[config.mk]
export PLATFORM = sky130hd
export DESIGN_NAME = lock_code_sequencer
export DESIGN_NICKNAME = d
export VERILOG_FILES = /design/src/rtl/lock_code_sequencer.sv
export SDC_FILE = /design/constraint.sdc
export NUM_CORES = 1
export LEC_CHECK = 0
export ABC_AREA = 1
export BUFFER_PORTS_ARGS = -buffer_cell sky130_fd_sc_hd__buf_4
export CORE_MARGIN = 2
export CORE_UTILIZATION = 35
export CTS_CLUSTER_SIZE = 28
export DETAILED_ROUTE_END_ITERATION = 10
export SKIP_CTS_REPAIR_TIMING = 1
export SLEW_MARGIN = 0
export SYNTH_ARGS = -nofsm -noshare
export SYNTH_HDL_FRONTEND = slang
export SYNTH_SLANG_ARGS = --single-unit
[constraint.sdc]
create_clock -name clk -period 3.5 [get_ports clk]
set_input_delay 0.175 -clock clk [delete_from_list [all_inputs] [get_ports clk]]
set_output_delay 0.175 -clock clk [all_outputs]
set_load 0.02 [all_outputs]
[src/rtl/lock_code_sequencer.sv]
// Keypad-style code lock fed by a UART byte stream; all outputs registered, one cycle after the sampling edge.
// No backpressure: rx_valid strobes are consumed or ignored in the cycle they arrive.
module lock_code_sequencer #(
    parameter int          CODE_LEN       = 4,
    parameter logic [63:0] CODE           = 64'h0000_0000_3132_3334,
    parameter int          MAX_FAIL       = 3,
    parameter int          OPEN_CYCLES    = 50_000_000,
    parameter int          LOCKOUT_CYCLES = 250_000_000,
    parameter int          TIMEOUT_CYCLES = 100_000_000
) (
    input  logic       clk,
    input  logic       rst,
    input  logic       rx_valid,
    input  logic [7:0] rx_byte,
    output logic       lock_open,
    output logic       lockout,
    output logic       entry_active,
    output logic [1:0] fail_cnt,
    output logic       ok_pulse,
    output logic       err_pulse
);
    localparam int MAX_OL  = (OPEN_CYCLES > LOCKOUT_CYCLES) ? OPEN_CYCLES : LOCKOUT_CYCLES;
    localparam int MAX_CYC = (MAX_OL > TIMEOUT_CYCLES) ? MAX_OL : TIMEOUT_CYCLES;
    localparam int CNT_W   = $clog2(MAX_CYC) + 1;

    localparam logic [CNT_W-1:0] OPEN_LOAD    = CNT_W'(OPEN_CYCLES - 1);
    localparam logic [CNT_W-1:0] LOCKOUT_LOAD = CNT_W'(LOCKOUT_CYCLES - 1);
    localparam logic [CNT_W-1:0] TIMEOUT_LOAD = CNT_W'(TIMEOUT_CYCLES - 1);
    localparam logic [7:0]       CLOSE_CHAR   = 8'h43;

    typedef enum logic [1:0] {ST_IDLE, ST_ENTRY, ST_OPEN, ST_LOCKOUT} state_t;

    state_t           state, state_nx;
    logic [2:0]       idx, idx_nx;
    logic             mism, mism_nx;
    logic [CNT_W-1:0] cnt, cnt_nx;
    logic [1:0]       fail_nx, fail_inc;
    logic             ok_nx, err_nx;
    logic             hit, close, byte_mism, eval, eval_mism;

    // First code character lives in the most significant used byte.
    function automatic logic [7:0] char_at(input logic [2:0] i);
        return 8'(CODE >> (8 * (CODE_LEN - 1 - int'(i))));
    endfunction

    always_comb begin
        state_nx  = state;
        idx_nx    = idx;
        mism_nx   = mism;
        cnt_nx    = (cnt == '0) ? cnt : cnt - CNT_W'(1);
        fail_nx   = fail_cnt;
        ok_nx     = 1'b0;
        err_nx    = 1'b0;
        eval      = 1'b0;
        eval_mism = 1'b0;
        hit       = rx_valid && (rx_byte != CLOSE_CHAR);
        close     = rx_valid && (rx_byte == CLOSE_CHAR);
        byte_mism = (rx_byte != char_at(idx));
        fail_inc  = (int'(fail_cnt) < MAX_FAIL) ? fail_cnt + 2'd1 : fail_cnt;

        case (state)
            ST_IDLE: begin
                if (hit) begin
                    if (CODE_LEN == 1) begin
                        eval      = 1'b1;
                        eval_mism = byte_mism;
                    end else begin
                        state_nx = ST_ENTRY;
                        idx_nx   = 3'd1;
                        mism_nx  = byte_mism;
                        cnt_nx   = TIMEOUT_LOAD;
                    end
                end
            end
            ST_ENTRY: begin
                // A byte arriving on the expiry edge takes priority over the timeout.
                if (close) begin
                    state_nx = ST_IDLE;
                end else if (hit) begin
                    if (int'(idx) == CODE_LEN - 1) begin
                        eval      = 1'b1;
                        eval_mism = mism | byte_mism;
                    end else begin
                        idx_nx  = idx + 3'd1;
                        mism_nx = mism | byte_mism;
                        cnt_nx  = TIMEOUT_LOAD;
                    end
                end else if (cnt == '0) begin
                    state_nx = ST_IDLE;
                end
            end
            ST_OPEN: begin
                if (close || cnt == '0)
                    state_nx = ST_IDLE;
            end
            ST_LOCKOUT: begin
                if (cnt == '0) begin
                    state_nx = ST_IDLE;
                    fail_nx  = 2'd0;
                end
            end
            default: state_nx = ST_IDLE;
        endcase

        if (eval) begin
            if (!eval_mism) begin
                state_nx = ST_OPEN;
                cnt_nx   = OPEN_LOAD;
                fail_nx  = 2'd0;
                ok_nx    = 1'b1;
            end else begin
                err_nx  = 1'b1;
                fail_nx = fail_inc;
                if (int'(fail_inc) == MAX_FAIL) begin
                    state_nx = ST_LOCKOUT;
                    cnt_nx   = LOCKOUT_LOAD;
                end else begin
                    state_nx = ST_IDLE;
                end
            end
        end

        if (state_nx == ST_IDLE && (state != ST_IDLE || eval)) begin
            idx_nx  = 3'd0;
            mism_nx = 1'b0;
            cnt_nx  = '0;
        end
    end

    always_ff @(posedge clk or negedge rst) begin
        if (!rst) begin
            state        <= ST_IDLE;
            idx          <= 3'd0;
            mism         <= 1'b0;
            cnt          <= '0;
            fail_cnt     <= 2'd0;
            lock_open    <= 1'b0;
            lockout      <= 1'b0;
            entry_active <= 1'b0;
            ok_pulse     <= 1'b0;
            err_pulse    <= 1'b0;
        end else begin
            state        <= state_nx;
            idx          <= idx_nx;
            mism         <= mism_nx;
            cnt          <= cnt_nx;
            fail_cnt     <= fail_nx;
            lock_open    <= (state_nx == ST_OPEN);
            lockout      <= (state_nx == ST_LOCKOUT);
            entry_active <= (state_nx == ST_ENTRY);
            ok_pulse     <= ok_nx;
            err_pulse    <= err_nx;
        end
    end
endmodule
==> results of run 1 <==
[sequential cells by signal (all words and copies together), names as in the netlist]
| signal | flops |
|---|---|
| cnt | 29 |
| idx | 3 |
| fail_cnt | 2 |
| state | 2 |
| entry_active | 1 |
| err_pulse | 1 |
| lock_open | 1 |
| lockout | 1 |
| mism | 1 |
| ok_pulse | 1 |
[report_power, final]
| group | internal [uW] | leakage (uW) | total, uW | switching (uW) |
|---|---|---|---|---|
| logic | 300 | 0.000939 | 803 | 503 |
| registers | 644 | 0.000485 | 826 | 182 |
| clock network | 144 | 0.0000447 | 342 | 197 |
| total | 1090 | 0.00147 | 1970 | 882 |
[cell families (layout without fill, tap and decap cells)]
group | Yosys count | after routing | synth area share, %
simple gates | 242 | 242 | 40.61
buf+inv | 55 | 79 | 8.186
flops | 42 | 42 | 37.99
compound gates | 38 | 38 | 7.599
xor+xnor | 12 | 12 | 3.799
fa+ha+maj | 4 | 4 | 1.809
[placed cells by master (no fill, tap or decap), types with 2 or more instances in the layout]
cell type	n
nand2_1	83
nor2_1	82
inv_1	43
dfrtp_1	42
nand3_1	28
a21oi_1	21
buf_4	18
nand4_1	15
nor2_2	10
xor2_1	10
o21ai_0	8
inv_2	6
clkbuf_8	5
nand3b_1	4
ha_1	4
o21ai_1	3
nor3_1	3
nor2_4	3
nor4_1	3
nand2_2	2
nand3_2	2
nand2_4	2
xnor2_1	2
inv_6	2
a31o_2	2
or2_2	2
[how the worst min path moves through the flow]
| stage | from | endpoint | slack (ns) | depth (start not counted) |
|---|---|---|---|---|
| 5_1_grt | rx_valid | lock_open$_DFF_PN0_ | 0.37 | 4 |
| 6_report | rx_valid | lock_open$_DFF_PN0_ | 0.32 | 4 |
| 3_3_place_gp | rst | cnt[4]$_DFF_PN0_ | 0.20 | 1 |
| 3_5_place_dp | rst | cnt[5]$_DFF_PN0_ | 0.21 | 1 |
| 2_1_floorplan | rst | cnt[0]$_DFF_PN0_ | -0.12 | 0 |
| 4_1_cts | rst | cnt[18]$_DFF_PN0_ | -0.13 | 1 |
[layer usage]
metal / track usage, % / vias to the layer above
met1: 23.14 / 1174
met5: 0 / -
li1: - / 1307
met2: 28.26 / 67
met4: 6.127 / 0
met3: 2.766 / 7
[final cells by class]
| class | count | area [sq um] | share of cell area, % |
|---|---|---|---|
| Tap cell | 102 | 127.6 | 4.106 |
| Timing Repair Buffer | 19 | 145.1 | 4.670 |
| Sequential cell | 42 | 1051 | 33.82 |
| Inverter | 52 | 201.4 | 6.481 |
| Clock buffer | 5 | 68.82 | 2.214 |
| Clock inverter | 3 | 25.02 | 0.8052 |
| Multi-Input combinational cell | 296 | 1489 | 47.91 |
[tightest hold or removal path, delay by kind of cell]
family | cells | cell delay, ns
buffers and inverters | 1 | 0.09
AND/OR/NAND/NOR | 2 | 0.25
AO/OA/AOI/OAI | 1 | 0.09
[through the flow]
| step | instances | hold WS, ns | area [sq um] | total power, uW |
|---|---|---|---|---|
| after floorplan | 393 | -0.1206 | 2766 | 1405 |
| final | 519 | 0.3191 | 3108 | 1971 |
| after global placement | 510 | 0.2029 | 3004 | 1627 |
| after detailed placement | 510 | 0.2051 | 3004 | 1639 |
| after CTS | 518 | -0.1274 | 3098 | 1984 |
| after global routing | 519 | 0.3717 | 3108 | 2135 |
==> reports/metrics.cfg, run 1 <==
[grt]
grt_overflow=0
grt_pass1_vias=2460
grt_max_degree=43
grtUsageTotal_pct=17.28
grt_pass1_wl_mm=11.80
antenna_found_initial=0

[sta]
tightest_slew_ns=0.5506
timing.final.max_slew_violations=0
final-hold-violation-count=0
fin_ws_ns=1.227
finalCritPeriodShare_pct=64.95
max_slew_margin_pct=63.29
grt_setup_unrepaired=no
setup_viol=0
fin_tns_setup_ns=0
finalClockSkew_ns=0.006328
timing.fmax_mhz=439.9
period_minus_slack_ns=2.273

[worst_setup_path]
rr_worst_depth=13
slowest_delay_ns=0.43
crit_path_end_kind=flop
r2r_start=cnt[0]$_DFF_PN0_
crit_end=cnt[22]$_DFF_PN0_
worstSetupStartpointType=flop
crit_fanout=6
crit_arrival_ns=2.48
cp.depth=13
reg2reg_to=cnt[22]$_DFF_PN0_
cp_slowest_cell=dfrtp_1
cp.buffers_inverters=3
cpMostUsedCell=nand2_1
worstPathRequired_ns=3.71
crit_start=cnt[0]$_DFF_PN0_
regToRegSetupSlack_ns=1.23
crit_type=flop to flop
crit_chain=inv_1 > ha_1 > inv_1 > nor2_1 > nand4_1 > nor2_2 > nand2_1 > nor2_2 > nand2_1 > nand2_1 > nand2_1 > o21ai_1 > inv_1
crit_family=simple AND/OR/NAND/NOR gates

[logic_synthesis]
synth_top_area_share_pct=37.99
synthCells=393
syn-num-nets=408
synthTopCellsByCount=nand2_1, nor2_1, inv_1, dfrtp_1, nand3_1
yosysSeqAreaShare_pct=37.99
async_flop_share_pct=100.0
ys_ff_latch=42
synth_cell_types=35
synth_area_leader_cell=dfrtp_1
ys_warn_count=0
syn_area_sq_um=2766
synth_edf_count=0
synthMostInstantiatedCell=nand2_1
synthFlopType=dfrtp_1
synth_area_per_cell_sq_um=7.039
synth_area_leaders=dfrtp_1, nand2_1, nor2_1, inv_1, nand3_1

[routing]
dr.max_layer_used=met4
drtIter0Drc=198
viasPerCell=4.923
vias=2555
wl_mm=6.880
met2_length_mm=3.186
ant_nets=0
firstDrtPassIters=4
drc=0
wl_per_cell_microns=13.26
wl_met1_mm=3.213
met3_length_microns=392

[clock_network]
cts.htree.levels=2
cts_buffers=5
cts_tree=done
clockBufferDepth=2
clockRootBuffer=clkbuf_8
insertion_delay_ns=0.31
cts.sinks=42
clk_pin_slew_ns=0.09

[run]
drv_cap=0

[placement]
dp_slack_ns=1.258
hpwl_mm=5.127
gp_congestion=0.8705
port_buffers=17

[power]
powerDensity_nw_per_um2=634.1
ir_drop_v=0.0003499
p_leak_uw=0.001469

[floorplanning]
floorplan.die.width_microns=92.91
die-height_microns=92.91
pin_count=18
coreArea_sq_um=7687
initial_core_util_pct=35.99
rows=32
die-area_sq_um=8631

[hold_path]
hold_path.class=primary input to flop

[outcome]
outcome=finished, final reports clean

[finish]
area_growth_pct=12.35
layout.nets=431
final.fill_count=839
finish.utilization_pct=40.43
antenna_cells=0
layout-drive-gt1-share_pct=14.63

Power figures use the tool's default switching activity.
==> run 2: changes to the inputs <==
==> constraint.sdc (replaced) <==
create_clock -name clk -period 2.25 [get_ports clk]
set_input_delay 0.1125 -clock clk [delete_from_list [all_inputs] [get_ports clk]]
set_output_delay 0.1125 -clock clk [all_outputs]
set_load 0.02 [all_outputs]
==> reports/metrics.cfg, run 2 (synthesized netlist as in run 1, its figures left out) <==
[outcome]
outcome=finished, final reports clean  ; unchanged

[placement]
port_buffers=17  ; unchanged
hpwl_mm=5.373  ; was 5.127 mm
dp_slack_ns=0.1012  ; was 1.258 ns
gp_congestion=0.9009  ; was 0.8705

[sta]
max_slew_margin_pct=64.42  ; was 63.29%
finalCritPeriodShare_pct=92.47  ; was 64.95%
tightest_slew_ns=0.5337  ; was 0.5506 ns
finalClockSkew_ns=0.007001  ; was 0.006328 ns
period_minus_slack_ns=2.081  ; was 2.273 ns
fin_ws_ns=0.1694  ; was 1.227 ns
timing.fmax_mhz=480.6  ; was 439.9 MHz
timing.final.max_slew_violations=0  ; unchanged
grt_setup_unrepaired=no  ; unchanged
final-hold-violation-count=0  ; unchanged
setup_viol=0  ; unchanged
fin_tns_setup_ns=0  ; unchanged

[power]
power_switching_share_pct=44.49  ; was 44.77%
internal_power_uw=1760  ; was 1088 uW
p_leak_uw=0.001542  ; was 0.001469 uW
powerDensity_nw_per_um2=976.8  ; was 634.1 nW/um^2
ir_drop_v=0.0005679  ; was 0.0003499 V
power.switching_uw=1410  ; was 882.4 uW
p_comb_share_pct=43.1  ; was 40.7%
seqPwrFrac_pct=40.7  ; was 41.9%
power_frac_clock_pct=16.1  ; was 17.3%

[worst_setup_path]
worstSetupStartpointType=flop  ; unchanged
crit_arrival_ns=2.28  ; was 2.48 ns
crit_start=cnt[0]$_DFF_PN0_  ; unchanged
regToRegSetupSlack_ns=0.17  ; was 1.23 ns
crit_end=cnt[11]$_DFF_PN0_  ; was cnt[22]$_DFF_PN0_
worstPathRequired_ns=2.45  ; was 3.71 ns
reg2reg_to=cnt[11]$_DFF_PN0_  ; was cnt[22]$_DFF_PN0_
crit_fanout=10  ; was 6
crit_path_end_kind=flop  ; unchanged
crit_type=flop to flop  ; unchanged
r2r_start=cnt[0]$_DFF_PN0_  ; unchanged
rr_worst_depth=13  ; unchanged

[finish]
antenna_cells=0  ; unchanged
layout_common_cells=nand2_1, nor2_1, inv_1, dfrtp_1, buf_4  ; was nand2_1, nor2_1, inv_1, dfrtp_1, nand3_1
top_register=cnt  ; unchanged
area_growth_pct=17.32  ; was 12.35%
layout-drive-gt1-share_pct=18.79  ; was 14.63%
top_regs=cnt (29), idx (3)  ; unchanged
largest_reg_flops=29  ; unchanged
final.fill_count=821  ; was 839
layout.nets=445  ; was 431
finish.utilization_pct=42.22  ; was 40.43%

[floorplanning]
die-height_microns=92.91  ; unchanged
die-area_sq_um=8631  ; unchanged
coreArea_sq_um=7687  ; unchanged
initial_core_util_pct=35.99  ; unchanged
pin_count=18  ; unchanged
floorplan.die.width_microns=92.91  ; unchanged
rows=32  ; unchanged

[grt]
top_usage_layer=met2  ; unchanged
grt_overflow=0  ; unchanged
grt_pass1_wl_mm=12.12  ; was 11.80 mm
met1_usage_pct=22.80  ; was 23.14%
antenna_found_initial=0  ; unchanged
grtUsageTotal_pct=17.70  ; was 17.28%
grt_util_met2_pct=29.53  ; was 28.26%
grt_max_degree=43  ; unchanged
grtUsageMet3_pct=3.011  ; was 2.766%
grt_pass1_vias=2643  ; was 2460

[clock_network]
cts.htree.levels=2  ; unchanged
clockRootBuffer=clkbuf_8  ; unchanged
insertion_delay_ns=0.30  ; was 0.31 ns
cts_tree=done  ; unchanged
cts_buffers=5  ; unchanged
cts.sinks=42  ; unchanged
clk_pin_slew_ns=0.09  ; about the same
clockBufferDepth=2  ; unchanged

[routing]
drc=0  ; unchanged
ant_nets=0  ; unchanged
firstDrtPassIters=4  ; unchanged
wl_mm=6.938  ; was 6.880 mm
drtIter0Drc=138  ; was 198
wl_per_cell_microns=13.02  ; was 13.26 microns
vias=2651  ; was 2555
viasPerCell=4.974  ; was 4.923

[hold_path]
hold_path.class=primary input to flop  ; unchanged
hold-path-cell-count=4  ; unchanged

[run]
drv_cap=0  ; unchanged

-- run 2: per-layer routing --
metal | wire length [microns] | share of wire [%]
met1 | 3217 | 46
met2 | 3254 | 47
met3 | 305 | 4.4
met4 | 161 | 2.3
met5 | 0 | 0
-- run 2: final cells by class --
| cell class | instances | area, sq um | share of cell area (%) |
|---|---|---|---|
| inverters | 52 | 209.0 | 6.438 |
| multi-input cells | 296 | 1513 | 46.61 |
| well taps | 102 | 127.6 | 3.932 |
| clock inverters | 3 | 25.02 | 0.7710 |
| flip-flops and latches | 42 | 1052 | 32.42 |
| clock buffers | 5 | 68.82 | 2.120 |
| repair buffers | 33 | 250.2 | 7.710 |
-- run 2: how the worst min path moves through the flow --
stage | start | end | slack [ns]
after CTS | rst | cnt[21]$_DFF_PN0_ | -0.19
after detailed placement | rst | cnt[11]$_DFF_PN0_ | 0.14
after global placement | rst | cnt[6]$_DFF_PN0_ | 0.14
after floorplan | rst | cnt[0]$_DFF_PN0_ | -0.18
after global routing | rx_valid | lock_open$_DFF_PN0_ | 0.28
final | rx_valid | lock_open$_DFF_PN0_ | 0.25
-- run 2: power groups by stage --
stage | registers (uW) | clock network [uW] | logic, uW
6_report | 1290 | 512 | 1370
5_1_grt | 1330 | 558 | 1560
4_1_cts | 1280 | 531 | 1310
3_5_place_dp | 1290 | 0 | 1310
3_3_place_gp | 1290 | 0 | 1280
2_1_floorplan | 1270 | 0 | 917
-- run 2: metrics by stage --
step / power [uW] / instance area, sq um / instances / hold WS (ns)
finish: 3170 / 3246 / 533 / 0.2497
global route: 3442 / 3246 / 533 / 0.2750
CTS: 3123 / 3158 / 526 / -0.1944
detailed placement: 2601 / 3064 / 518 / 0.1360
global placement: 2576 / 3064 / 518 / 0.1363
floorplan: 2186 / 2766 / 393 / -0.1831
-- run 2: worst max-delay path: stages, from the launching register on --
cell and delay (ns):
dfrtp_1 0.43, inv_2 0.11, ha_1 0.17, nand3_1 0.12
nor3_2 0.26, nand2_4 0.11, nand2_1 0.07, nand2_1 0.06
nand2_2 0.09, nand2_4 0.07, nor2_4 0.16, nand2_8 0.11
nand2_1 0.16, nor2_1 0.06
